$ cat src/rtl/vram_port_arbiter_pkg.sv
// Shared types and constants for the VRAM port arbiter.
// Pixel address layout is {row[8:0], col[9:0]}.
package vram_port_arbiter_pkg;

  localparam int AW_DEF = 19;
  localparam int DW_DEF = 12;
  localparam int ROW_W  = 9;
  localparam int COL_W  = 10;

  localparam logic [1:0] RD_IDLE = 2'd0;
  localparam logic [1:0] RD_PEND = 2'd1;
  localparam logic [1:0] RD_DONE = 2'd2;

  typedef enum logic [1:0] {
    SLOT_VGA,
    SLOT_WR,
    SLOT_RD,
    SLOT_NONE
  } slot_e;

  function automatic logic [AW_DEF-1:0] pix_addr(
    input logic [ROW_W-1:0] row,
    input logic [COL_W-1:0] col
  );
    return {row, col};
  endfunction

endpackage

$ cat src/rtl/vram_port_arbiter_if.sv
// CPU-side bus of the VRAM arbiter: posted writes and
// single-outstanding reads.
interface vram_port_arbiter_if
  import vram_port_arbiter_pkg::*;
#(
  parameter int AW = AW_DEF,
  parameter int DW = DW_DEF
);
  logic          cpu_wr_req;
  logic [AW-1:0] cpu_wr_addr;
  logic [DW-1:0] cpu_wr_data;
  logic          cpu_wr_ready;
  logic          cpu_rd_req;
  logic [AW-1:0] cpu_rd_addr;
  logic          cpu_rd_busy;
  logic          cpu_rd_valid;
  logic [DW-1:0] cpu_rd_data;

  modport master (
    output cpu_wr_req,
    output cpu_wr_addr,
    output cpu_wr_data,
    input  cpu_wr_ready,
    output cpu_rd_req,
    output cpu_rd_addr,
    input  cpu_rd_busy,
    input  cpu_rd_valid,
    input  cpu_rd_data
  );

  modport slave (
    input  cpu_wr_req,
    input  cpu_wr_addr,
    input  cpu_wr_data,
    output cpu_wr_ready,
    input  cpu_rd_req,
    input  cpu_rd_addr,
    output cpu_rd_busy,
    output cpu_rd_valid,
    output cpu_rd_data
  );
endinterface

$ cat src/rtl/vram_port_arbiter_wr_fifo.sv
// Posted-write FIFO: registered storage, pointers carry a
// wrap bit so full/empty need no separate counter.
module vram_wr_fifo #(
  parameter int W     = 31,
  parameter int DEPTH = 4
) (
  input  logic         vga_clk,
  input  logic         clrn,
  input  logic         push,
  input  logic [W-1:0] push_data,
  input  logic         pop,
  output logic [W-1:0] head,
  output logic         full,
  output logic         empty
);
  localparam int IW = $clog2(DEPTH);
  localparam int PW = IW + 1;

  logic [W-1:0]  mem_q [DEPTH];
  logic [W-1:0]  mem_d [DEPTH];
  logic [PW-1:0] wptr_q, wptr_d;
  logic [PW-1:0] rptr_q, rptr_d;
  logic          do_push, do_pop;

  assign empty = (wptr_q == rptr_q);
  assign full  = (wptr_q[IW] != rptr_q[IW]) &&
                 (wptr_q[IW-1:0] == rptr_q[IW-1:0]);
  assign head  = mem_q[rptr_q[IW-1:0]];

  // A pop frees its slot before a same-cycle push lands.
  assign do_pop  = pop && !empty;
  assign do_push = push && (!full || do_pop);

  // Next-state for storage and pointers.
  always_comb begin
    mem_d  = mem_q;
    wptr_d = wptr_q;
    rptr_d = rptr_q;
    if (do_push) begin
      mem_d[wptr_q[IW-1:0]] = push_data;
      wptr_d = wptr_q + PW'(1);
    end
    if (do_pop) begin
      rptr_d = rptr_q + PW'(1);
    end
  end

  // Storage and pointer registers; reset discards contents.
  always_ff @(posedge vga_clk or negedge clrn) begin
    if (!clrn) begin
      for (int i = 0; i < DEPTH; i++) begin
        mem_q[i] <= '0;
      end
      wptr_q <= '0;
      rptr_q <= '0;
    end else begin
      mem_q  <= mem_d;
      wptr_q <= wptr_d;
      rptr_q <= rptr_d;
    end
  end

endmodule

$ cat src/rtl/vram_port_arbiter.sv
// Single-port pixel RAM arbiter: VGA scan-out always wins,
// CPU writes drain and CPU reads complete only in blanking.
module vram_port_arbiter
  import vram_port_arbiter_pkg::*;
#(
  parameter int AW         = AW_DEF,
  parameter int DW         = DW_DEF,
  parameter int FIFO_DEPTH = 4
) (
  input  logic                vga_clk,
  input  logic                clrn,
  input  logic                vga_rdn,
  input  logic [ROW_W-1:0]    vga_row,
  input  logic [COL_W-1:0]    vga_col,
  output logic [DW-1:0]       vga_data,
  vram_port_arbiter_if.slave  cpu,
  output logic [AW-1:0]       ram_addr,
  output logic [DW-1:0]       ram_din,
  output logic                ram_we,
  input  logic [DW-1:0]       ram_dout
);
  logic [AW-1:0]    pix;
  logic             fifo_full, fifo_empty;
  logic             fifo_push, fifo_pop;
  logic [AW+DW-1:0] fifo_head;
  logic [AW-1:0]    head_addr;
  logic [DW-1:0]    head_data;

  logic             vga_sel, wr_sel, rd_sel;
  slot_e            slot;

  logic [1:0]       rd_state_q, rd_state_d;
  logic [AW-1:0]    rd_addr_q, rd_addr_d;
  logic [DW-1:0]    rd_data_q, rd_data_d;

  assign pix       = AW'(pix_addr(vga_row, vga_col));
  assign vga_data  = ram_dout;
  assign head_addr = fifo_head[AW+DW-1:DW];
  assign head_data = fifo_head[DW-1:0];

  // Ready reflects the pre-pop state, so a full FIFO
  // refuses a push even in a cycle that also drains.
  assign cpu.cpu_wr_ready = !fifo_full;
  assign fifo_push = cpu.cpu_wr_req && !fifo_full;
  assign fifo_pop  = (slot == SLOT_WR);

  vram_wr_fifo #(
    .W     (AW + DW),
    .DEPTH (FIFO_DEPTH)
  ) u_wr_fifo (
    .vga_clk   (vga_clk),
    .clrn      (clrn),
    .push      (fifo_push),
    .push_data ({cpu.cpu_wr_addr, cpu.cpu_wr_data}),
    .pop       (fifo_pop),
    .head      (fifo_head),
    .full      (fifo_full),
    .empty     (fifo_empty)
  );

  // Mutually exclusive slot qualifiers; reads wait for an
  // empty FIFO so they never overtake a posted write.
  assign vga_sel = !vga_rdn;
  assign wr_sel  = vga_rdn && !fifo_empty;
  assign rd_sel  = vga_rdn && fifo_empty &&
                   (rd_state_q == RD_PEND);

  // Slot decode for this cycle.
  always_comb begin
    slot = SLOT_NONE;
    unique case (1'b1)
      vga_sel: slot = SLOT_VGA;
      wr_sel:  slot = SLOT_WR;
      rd_sel:  slot = SLOT_RD;
      default: slot = SLOT_NONE;
    endcase
  end

  // RAM port mux driven by the granted slot.
  always_comb begin
    ram_addr = pix;
    ram_din  = head_data;
    ram_we   = 1'b0;
    unique case (slot)
      SLOT_WR: begin
        ram_addr = head_addr;
        ram_we   = 1'b1;
      end
      SLOT_RD: ram_addr = rd_addr_q;
      default: ram_addr = pix;
    endcase
  end

  // Read FSM: latch request, wait for a read slot, pulse.
  always_comb begin
    rd_state_d = rd_state_q;
    rd_addr_d  = rd_addr_q;
    rd_data_d  = rd_data_q;
    unique case (rd_state_q)
      RD_IDLE: begin
        if (cpu.cpu_rd_req) begin
          rd_addr_d  = cpu.cpu_rd_addr;
          rd_state_d = RD_PEND;
        end
      end
      RD_PEND: begin
        if (slot == SLOT_RD) begin
          rd_data_d  = ram_dout;
          rd_state_d = RD_DONE;
        end
      end
      RD_DONE: rd_state_d = RD_IDLE;
      default: rd_state_d = RD_IDLE;
    endcase
  end

  assign cpu.cpu_rd_busy  = (rd_state_q != RD_IDLE);
  assign cpu.cpu_rd_valid = (rd_state_q == RD_DONE);
  assign cpu.cpu_rd_data  = rd_data_q;

  // Read FSM registers; reset drops any pending read.
  always_ff @(posedge vga_clk or negedge clrn) begin
    if (!clrn) begin
      rd_state_q <= RD_IDLE;
      rd_addr_q  <= '0;
      rd_data_q  <= '0;
    end else begin
      rd_state_q <= rd_state_d;
      rd_addr_q  <= rd_addr_d;
      rd_data_q  <= rd_data_d;
    end
  end

endmodule

$ cat src/flat_wrapper.sv
// flat-port wrapper written by rule: the top's interface ports become plain ports
module vram_port_arbiter_flat import vram_port_arbiter_pkg::*;
#(
  parameter int AW         = AW_DEF,
  parameter int DW         = DW_DEF,
  parameter int FIFO_DEPTH = 4
)
  (vga_clk, clrn, vga_rdn, vga_row, vga_col, vga_data, ram_addr, ram_din, ram_we, ram_dout, cpu_cpu_wr_req, cpu_cpu_wr_addr, cpu_cpu_wr_data, cpu_cpu_wr_ready, cpu_cpu_rd_req, cpu_cpu_rd_addr, cpu_cpu_rd_busy, cpu_cpu_rd_valid, cpu_cpu_rd_data);
  vram_port_arbiter_if #(.AW(AW), .DW(DW)) cpu_i ();
  input  logic vga_clk;
  input  logic clrn;
  input  logic vga_rdn;
  input  logic [ROW_W-1:0] vga_row;
  input  logic [COL_W-1:0] vga_col;
  output logic [DW-1:0] vga_data;
  output logic [AW-1:0] ram_addr;
  output logic [DW-1:0] ram_din;
  output logic ram_we;
  input  logic [DW-1:0] ram_dout;
  input wire logic [$bits(cpu_i.cpu_wr_req)-1:0] cpu_cpu_wr_req;
  input wire logic [$bits(cpu_i.cpu_wr_addr)-1:0] cpu_cpu_wr_addr;
  input wire logic [$bits(cpu_i.cpu_wr_data)-1:0] cpu_cpu_wr_data;
  output wire logic [$bits(cpu_i.cpu_wr_ready)-1:0] cpu_cpu_wr_ready;
  input wire logic [$bits(cpu_i.cpu_rd_req)-1:0] cpu_cpu_rd_req;
  input wire logic [$bits(cpu_i.cpu_rd_addr)-1:0] cpu_cpu_rd_addr;
  output wire logic [$bits(cpu_i.cpu_rd_busy)-1:0] cpu_cpu_rd_busy;
  output wire logic [$bits(cpu_i.cpu_rd_valid)-1:0] cpu_cpu_rd_valid;
  output wire logic [$bits(cpu_i.cpu_rd_data)-1:0] cpu_cpu_rd_data;
  assign cpu_i.cpu_wr_req = cpu_cpu_wr_req;
  assign cpu_i.cpu_wr_addr = cpu_cpu_wr_addr;
  assign cpu_i.cpu_wr_data = cpu_cpu_wr_data;
  assign cpu_cpu_wr_ready = cpu_i.cpu_wr_ready;
  assign cpu_i.cpu_rd_req = cpu_cpu_rd_req;
  assign cpu_i.cpu_rd_addr = cpu_cpu_rd_addr;
  assign cpu_cpu_rd_busy = cpu_i.cpu_rd_busy;
  assign cpu_cpu_rd_valid = cpu_i.cpu_rd_valid;
  assign cpu_cpu_rd_data = cpu_i.cpu_rd_data;
  vram_port_arbiter #(.AW(AW), .DW(DW), .FIFO_DEPTH(FIFO_DEPTH)) u_core (.vga_clk(vga_clk), .clrn(clrn), .vga_rdn(vga_rdn), .vga_row(vga_row), .vga_col(vga_col), .vga_data(vga_data), .cpu(cpu_i), .ram_addr(ram_addr), .ram_din(ram_din), .ram_we(ram_we), .ram_dout(ram_dout));
endmodule
$ cat config.mk
export PLATFORM = sky130hd
export DESIGN_NAME = vram_port_arbiter_flat
export DESIGN_NICKNAME = d
export VERILOG_FILES = /design/src/rtl/vram_port_arbiter_pkg.sv /design/src/rtl/vram_port_arbiter_if.sv /design/src/rtl/vram_port_arbiter_wr_fifo.sv /design/src/rtl/vram_port_arbiter.sv /design/src/flat_wrapper.sv
export SDC_FILE = /design/constraint.sdc
export NUM_CORES = 1
export LEC_CHECK = 0
export BUFFER_PORTS_ARGS = -buffer_cell sky130_fd_sc_hd__buf_2
export CORE_ASPECT_RATIO = 1.75
export CORE_MARGIN = 4
export CORE_UTILIZATION = 30
export CTS_CLUSTER_SIZE = 12
export DETAILED_ROUTE_END_ITERATION = 16
export GPL_ROUTABILITY_DRIVEN = 0
export SLEW_MARGIN = 40
export SYNTH_ARGS = -nofsm -noshare
export SYNTH_HDL_FRONTEND = slang
export SYNTH_SLANG_ARGS = --single-unit
$ cat constraint.sdc
create_clock -name vga_clk -period 2.4 [get_ports vga_clk]
set_clock_uncertainty 0.2 [all_clocks]
set_input_delay 0.24 -clock vga_clk [delete_from_list [all_inputs] [get_ports vga_clk]]
set_output_delay 0.24 -clock vga_clk [all_outputs]
set_load 0.05 [all_outputs]
==> summary.md, run 1 <==
| Metric | Value |
|---|---|
| Status | `complete, but fails checks` |
| Failing checks | `setup timing` |
| RSZ-0062 raised after global routing | `yes` |
| Site Rows | `80` |
| Clock buffer depth | `2` |
| Seq pwr share | `0.276` |
| Distinct cells, synth | `30` |
| Core Area | `roughly 27000 sq um` |
| Highest fanout seen on the critical path | `10` |
| Number of synthesized flops with an enable pin | `0` |
| CP Launch Point | `u_core.u_wr_fifo.rptr_q[0]` |
| Pre-CTS setup slack | `13.0 ps` |
| Clock latency on the worst-skew pair | `440 ps` |
| Register area share after synthesis | `0.496` |
| Total power | `0.0183 W` |
| FF/Latch Area | `about 4000 sq um` |
| Startpoint Class | `flip-flop` |
| Worst Setup EP | `ram_addr[11]` |
| Max Cap Viol | `0` |
| Switch share | `0.402` |
| Fin crit share | `1.08` |
| Critical path required time | `1960 ps` |
| Vias in the first global route | `5621` |
| Most common cell in the netlist | `dfrtp_1` |
| Initial core utilization | `0.303` |
| Reg2reg setup slack | `-10 ps` |
| Slew headroom | `0.676` |
| Synth Cell Area | `8230 sq um` |
| Port buffer count | `around 140` |
| Top cells by count, synth | `163 x dfrtp_1, 119 x mux2_4, 39 x nand3_1, 37 x mux2_1, 31 x mux4_2` |
| Max Slew Vio Count | `0` |
| Multi-input logic area | `4040 sq um` |
| Leakage dissipation | `about 5 nW` |
| Critical path class | `flip-flop to output pin` |
| # fillers | `roughly 2500` |
| Final worst setup slack | `-187 ps` |
| HP Class | `input pin to asynchronous set/reset pin` |
| DR iter-0 viols | `189` |
| Drt wl/cell | `19.7 um` |
| Worst vdd ir | `between 0.9 and 1 mV` |
| Ant diodes | `0` |
| FFs w/ async S/R, synth | `1.00` |
| First-pass detailed-route iteration total | `4` |
| GRT overflow | `0` |
| Top-area cell type share of the netlist area | `0.496` |
| Vias per cell | `4.68` |
| Maximum number of pins on one net before global-route repair | `50` |
| Die X-Extent | `between 100 and 150 um` |
| Setup violators final | `29` |
| Post-Syn Nets | `629` |
| Reg2Reg Depth | `7` |
| Reg-to-Reg Start | `u_core.u_wr_fifo.wptr_q[1]` |
| FMAX | `between 300 and 400 MHz` |
| # IOs | `145` |
| FF+latch count, synth | `about 160` |
| Synth area leader | `dfrtp_1` |
| Clock power share | `0.150` |
| Vert. Die Dim | `227 um` |
| Total global-route track usage | `0.144` |
| H-tree depth | `4` |
| Predominant post-synthesis flop cell | `dfrtp_1` |
| First-pass GRT wire length | `33100 um` |
| Leading post-synthesis cells by cell area | `dfrtp_1 50%, mux2_4 22%, mux4_2 8.5%` |
| Final Hold Vio Count | `0` |
| TritonCTS clock tree | `built` |
| Clock Sinks | `163` |
| P_int | `0.0109 W` |
| Root buf cell | `clkbuf_16` |
| Vias | `5286` |
| Share of cells above drive strength 1 | `0.559` |
| CTS buffer count | `17` |
| Arrival time at the worst endpoint | `about 2200 ps` |
| Dpl hpwl | `12900 um` |
| Setup crit end kind | `output pin` |
| Die ar. | `30200 sq um` |
| R2R Path End | `u_core.cpu.cpu_rd_data[11]` |
| DRC | `0` |
| Clock edge transition at the registers on the reported setup and hold paths | `around 70 ps` |
| Min Tclk post-route | `2590 ps` |
| Average size of a mapped cell | `between 15 and 20 sq um` |
| Cell Pwr Density | `1620 nW/um^2` |
| Logic pwr share | `0.575` |
| Final net count | `838` |
| Antenna violation net count after detailed routing | `0` |
| Syn. warnings | `0` |
| Post-Syn Instances | `roughly 540` |
| Sw power | `0.00734 W` |
| Worst Tran Pin Value | `approximately 500 ps` |
| Post-Route WL | `22300 um` |
| Area delta synth->final | `36.9%` |
| Initial antenna violation count | `1` |
## cells by family after synthesis
logic type               after synthesis  synth area share
multiplexers                         187             0.353
flip-flops                           163             0.496
buffers and inverters                 79            0.0573
AND/OR/NAND/NOR                       74            0.0537
AO/OA/AOI/OAI                         22            0.0228
XOR/XNOR                               8            0.0103
adder cells (fa/ha/maj)                5           0.00760
## layer usage
metal | up-vias | wire, um | global-route usage
met4 | 0 | 355 | 0.0568
met3 | 22 | 739 | 0.0287
met5 | - | 0 | 0
li1 | 2389 | - | -
met2 | 131 | 12200 | 0.257
met1 | 2744 | 9010 | 0.171
## cell usage in the layout (no fill, tap or decap), types with 3 or more instances in the layout
| cell type | synthesis | layout |
|---|---|---|
| clkinvlp_4 | 0 | 3 |
| clkbuf_16 | 0 | 18 |
| inv_1 | 22 | 22 |
| nand3_1 | 39 | 19 |
| buf_12 | 0 | 10 |
| xnor2_1 | 4 | 3 |
| nand3_2 | 0 | 20 |
| nand4_1 | 19 | 19 |
| buf_4 | 13 | 13 |
| mux4_2 | 31 | 31 |
| ha_1 | 5 | 5 |
| dfrtp_1 | 163 | 157 |
| xor2_4 | 0 | 3 |
| buf_6 | 16 | 37 |
| mux2_1 | 37 | 34 |
| clkinv_4 | 0 | 3 |
| dfrtp_2 | 0 | 5 |
| o2111ai_2 | 0 | 18 |
| and2_4 | 4 | 8 |
| dlygate4sd3_1 | 0 | 64 |
| buf_2 | 5 | 111 |
| mux2_4 | 119 | 122 |
| or3_4 | 1 | 3 |
## critical path, stage by stage (launching register included)
cell       delay, ps
dfrtp_4          520
xor2_4           190
nor4_4           240
buf_6            170
buf_12           130
nand3_1          110
o2111ai_2        140
buf_6            200
## layout make-up
cell class | count | area share
clock buffers | 21 | 0.0409
clock inverters | 11 | 0.0113
inverters | 24 | 0.00800
multi-input cells | 302 | 0.359
flip-flops and latches | 163 | 0.363
well taps | 369 | 0.0410
repair buffers | 239 | 0.177
## worst min-delay path by stage
| stage | end | cells after the start | slack, ps | startpoint |
|---|---|---|---|---|
| floorplan | u_core.cpu.cpu_rd_data[0] | 0 | -260 | clrn |
| global route | u_core.u_wr_fifo.rptr_q[2] | 3 | 120 | vga_rdn |
| CTS | u_core.u_wr_fifo.rptr_q[2] | 3 | 60 | vga_rdn |
| global placement | u_core.u_wr_fifo.mem_q[120] | 1 | 30 | clrn |
| finish | u_core.u_wr_fifo.mem_q[55] | 2 | 110 | clrn |
| detailed placement | u_core.u_wr_fifo.mem_q[58] | 1 | 20 | clrn |
## sequential cells by signal, summed over array words and instances, names as in the netlist
signal / cells
u_core.u_wr_fifo.mem_q: 124
u_core.rd_state_q: 2
u_core.rd_addr_q: 19
u_core.u_wr_fifo.rptr_q: 3
u_core.cpu.cpu_rd_data: 12
u_core.u_wr_fifo.wptr_q: 3
## power groups by stage
stage / Sequential, W / Combinational (W) / Clock, W
final: 0.00504 / 0.0105 / 0.00273
after global routing: 0.00520 / 0.0111 / 0.00295
after CTS: 0.00501 / 0.0103 / 0.00283
after detailed placement: 0.00501 / 0.00878 / 0
after global placement: 0.00496 / 0.00870 / 0
after floorplan: 0.00507 / 0.00684 / 0
## metrics by stage
stage / hold WS (ps) / TNS [ps] / cell area (sq um) / utilization / instances
2_1_floorplan: -256 / 0 / 8320 / - / 538
3_3_place_gp: 25.3 / 0 / 9330 / 0.344 / 1009
3_5_place_dp: 20.3 / 0 / 9330 / 0.344 / 1009
4_1_cts: 59.7 / -5690 / 11100 / 0.411 / 1121
5_1_grt: 121 / -6490 / 11300 / 0.415 / 1129
6_report: 106 / -3030 / 11300 / 0.415 / 1129
## timing repair
| item | 4_1_cts | 5_1_grt |
|---|---|---|
| cloned | 6 | 5 |
| gates resized for setup | 98 | 17 |
| setup buffers | 11 | 4 |
| hold buffers | 64 | 0 |
| pin swaps | 36 | 11 |
| endpoints found under the hold margin | 298 | 0 |
| setup endpoints to repair | 33 | 133 |
Power figures use the tool's default switching activity.
==> run 2, diff against run 1 <==
--- a/config.mk
+++ b/config.mk
@@ -12,6 +12,7 @@
 export CTS_CLUSTER_SIZE = 12
 export DETAILED_ROUTE_END_ITERATION = 16
 export GPL_ROUTABILITY_DRIVEN = 0
+export PLACE_DENSITY_LB_ADDON = 0.05
 export SLEW_MARGIN = 40
 export SYNTH_ARGS = -nofsm -noshare
 export SYNTH_HDL_FRONTEND = slang
==> run 2 against run 1 <==
Against the previous run:
- the run still ends with setup timing left
- non-clock buffer count increased by 22
- fmax fell by 1.6%
- first-iteration DRC count down 3.2%
- sequential share of layout area is 0.51 points lower
- final area is 1.3% higher
- via count grew 2.6%
- final cell count increased by 1.8%
- clock power decreased by 8.1%
==> summary.md, run 2 (synthesis results as in run 1) <==
| Metric | Value |
|---|---|
| Status | `complete, but fails checks` |
| Failing checks | `setup timing` |
| Vert. Die Dim | `~230 um` |
| Final net count | `858` |
| FMAX | `381 MHz` |
| Leakage dissipation | `5.09 nW` |
| DRC | `0` |
| Clock buffer depth | `2` |
| Dpl cells | `1016` |
| First-pass GRT wire length | `between 30000 and 40000 um` |
| Largest Register | `u_core.u_wr_fifo.mem_q` |
| Area delta synth->final | `38.7%` |
| Final design utilization | `0.421` |
| Worst vdd ir | `1.18 mV` |
| # fillers | `2495` |
| Maximum number of pins on one net before global-route repair | `68` |
| Antenna violation net count after detailed routing | `0` |
| Critical path required time | `roughly 2000 ps` |
| Initial antenna violation count | `2` |
| Final worst setup slack | `-228 ps` |
| Max Slew Vio Count | `0` |
| Share of cells above drive strength 1 | `0.562` |
| Slew headroom | `0.539` |
| Vias in the first global route | `5951` |
| Final Hold Vio Count | `0` |
| FF/Latch Area | `between 4000 and 5000 sq um` |
| Highest fanout seen on the critical path | `8` |
| CTS buffer count | `17` |
| Clock edge transition at the registers on the reported setup and hold paths | `60 ps` |
| # IOs | `roughly 150` |
| Setup violators final | `32` |
| Root buf cell | `clkbuf_16` |
| RSZ-0062 raised after global routing | `yes` |
| Arrival time at the worst endpoint | `2190 ps` |
| Multi-input logic area | `4010 sq um` |
| First-pass detailed-route iteration total | `4` |
| Dpl hpwl | `15500 um` |
| Die X-Extent | `133 um` |
| Final Non-Filler Cells | `1149` |
| Clock Sinks | `roughly 160` |
| Core Area | `27100 sq um` |
| Fin crit share | `1.09` |
| Drt wl/cell | `~22 um` |
| Port buffer count | `144` |
| Startpoint Class | `flip-flop` |
| Commonest cells after routing, fill and taps aside | `159 x dfrtp_1, 120 x mux2_4, 111 x buf_2` |
| Setup crit end kind | `output pin` |
| HP Class | `input pin to asynchronous set/reset pin` |
| Max Cap Viol | `0` |
| Ant diodes | `0` |
| Most common cell after layout, fill and taps aside | `dfrtp_1` |
| Site Rows | `80` |
| Initial core utilization | `0.303` |
| Clock latency on the worst-skew pair | `440 ps` |
| Cell Pwr Density | `1630 nW/um^2` |
| DR iter-0 viols | `~180` |
| Vias per cell | `4.72` |
| TritonCTS clock tree | `built` |
| H-tree depth | `4` |
| Vias | `5423` |
| Min Tclk post-route | `2630 ps` |
| Critical path class | `flip-flop to output pin` |
| Total global-route track usage | `0.157` |
| Largest register FFs | `124` |
| Final hold slack | `178 ps` |
| Die ar. | `30200 sq um` |
| GRT overflow | `0` |
| Post-Route WL | `25200 um` |
| Worst Tran Pin Value | `691 ps` |
[run 2: worst paths after layout]
check | startpoint | end | slack (ps) | cells after the start
max in group asynchronous | clrn | u_core.u_wr_fifo.mem_q[40] | 1120 | 3
max reg2reg | u_core.u_wr_fifo.wptr_q[2] | u_core.cpu.cpu_rd_data[6] | 50 | 6
min in group vga_clk | cpu_cpu_wr_req | u_core.u_wr_fifo.wptr_q[1] | 180 | 4
min reg2reg | u_core.cpu.cpu_rd_data[11] | u_core.cpu.cpu_rd_data[11] | 280 | 1
max | u_core.u_wr_fifo.wptr_q[2] | ram_addr[17] | -230 | 6
min | clrn | u_core.u_wr_fifo.mem_q[86] | 180 | 2
[run 2: through the flow]
step           cell area (sq um)  worst slack [ps]  TNS (ps)  total power [W]
6_report                   11400              -228     -4740           0.0186
5_1_grt                    11400              -304     -7310           0.0195
4_1_cts                    11000              -262     -5750           0.0180
3_5_place_dp                9390              41.0         0           0.0141
3_3_place_gp                9390              30.9         0           0.0140
2_1_floorplan               8320              22.1         0           0.0119
[run 2: critical path, cell delays in order, from the launching register on]
cell and delay (ps):
dfrtp_2 450, xor2_4 210, or3_4 480, buf_12 170, nand3_1 90, o2111ai_2 150, buf_6 210
[run 2: layer usage]
metal  vias up  global-route usage  wire (um)  share of wire
met5         -                   0          0              0
met4         0              0.0614        561          0.022
met3        33              0.0318        949          0.038
met2       152               0.283      13600           0.54
met1      2801               0.184      10100           0.40
li1       2437                   -          -              -
[run 2: layout make-up]
cell class | instances | area share
clock buffers | 23 | 0.0410
clock inverters | 9 | 0.00504
inverters | 24 | 0.00789
multi-input cells | 300 | 0.351
flip-flops and latches | 163 | 0.358
well taps | 369 | 0.0405
repair buffers | 261 | 0.197
[run 2: repair_timing]
item / CTS / global route
endpoints found under the hold margin: 217 / 0
hold buffers: 64 / 0
gates cloned: 2 / 9
resized for setup: 80 / 38
buffers inserted: 16 / 10
pin swaps: 4 / 15
endpoints found under the setup margin: 32 / 106
[run 2: where the power goes]
part	switching [W]	internal (W)	leakage [nW]	total [W]
sequential	0.000818	0.00418	1.93	0.00500
combinational	0.00560	0.00546	2.91	0.0111
clock	0.00114	0.00137	0.245	0.00251
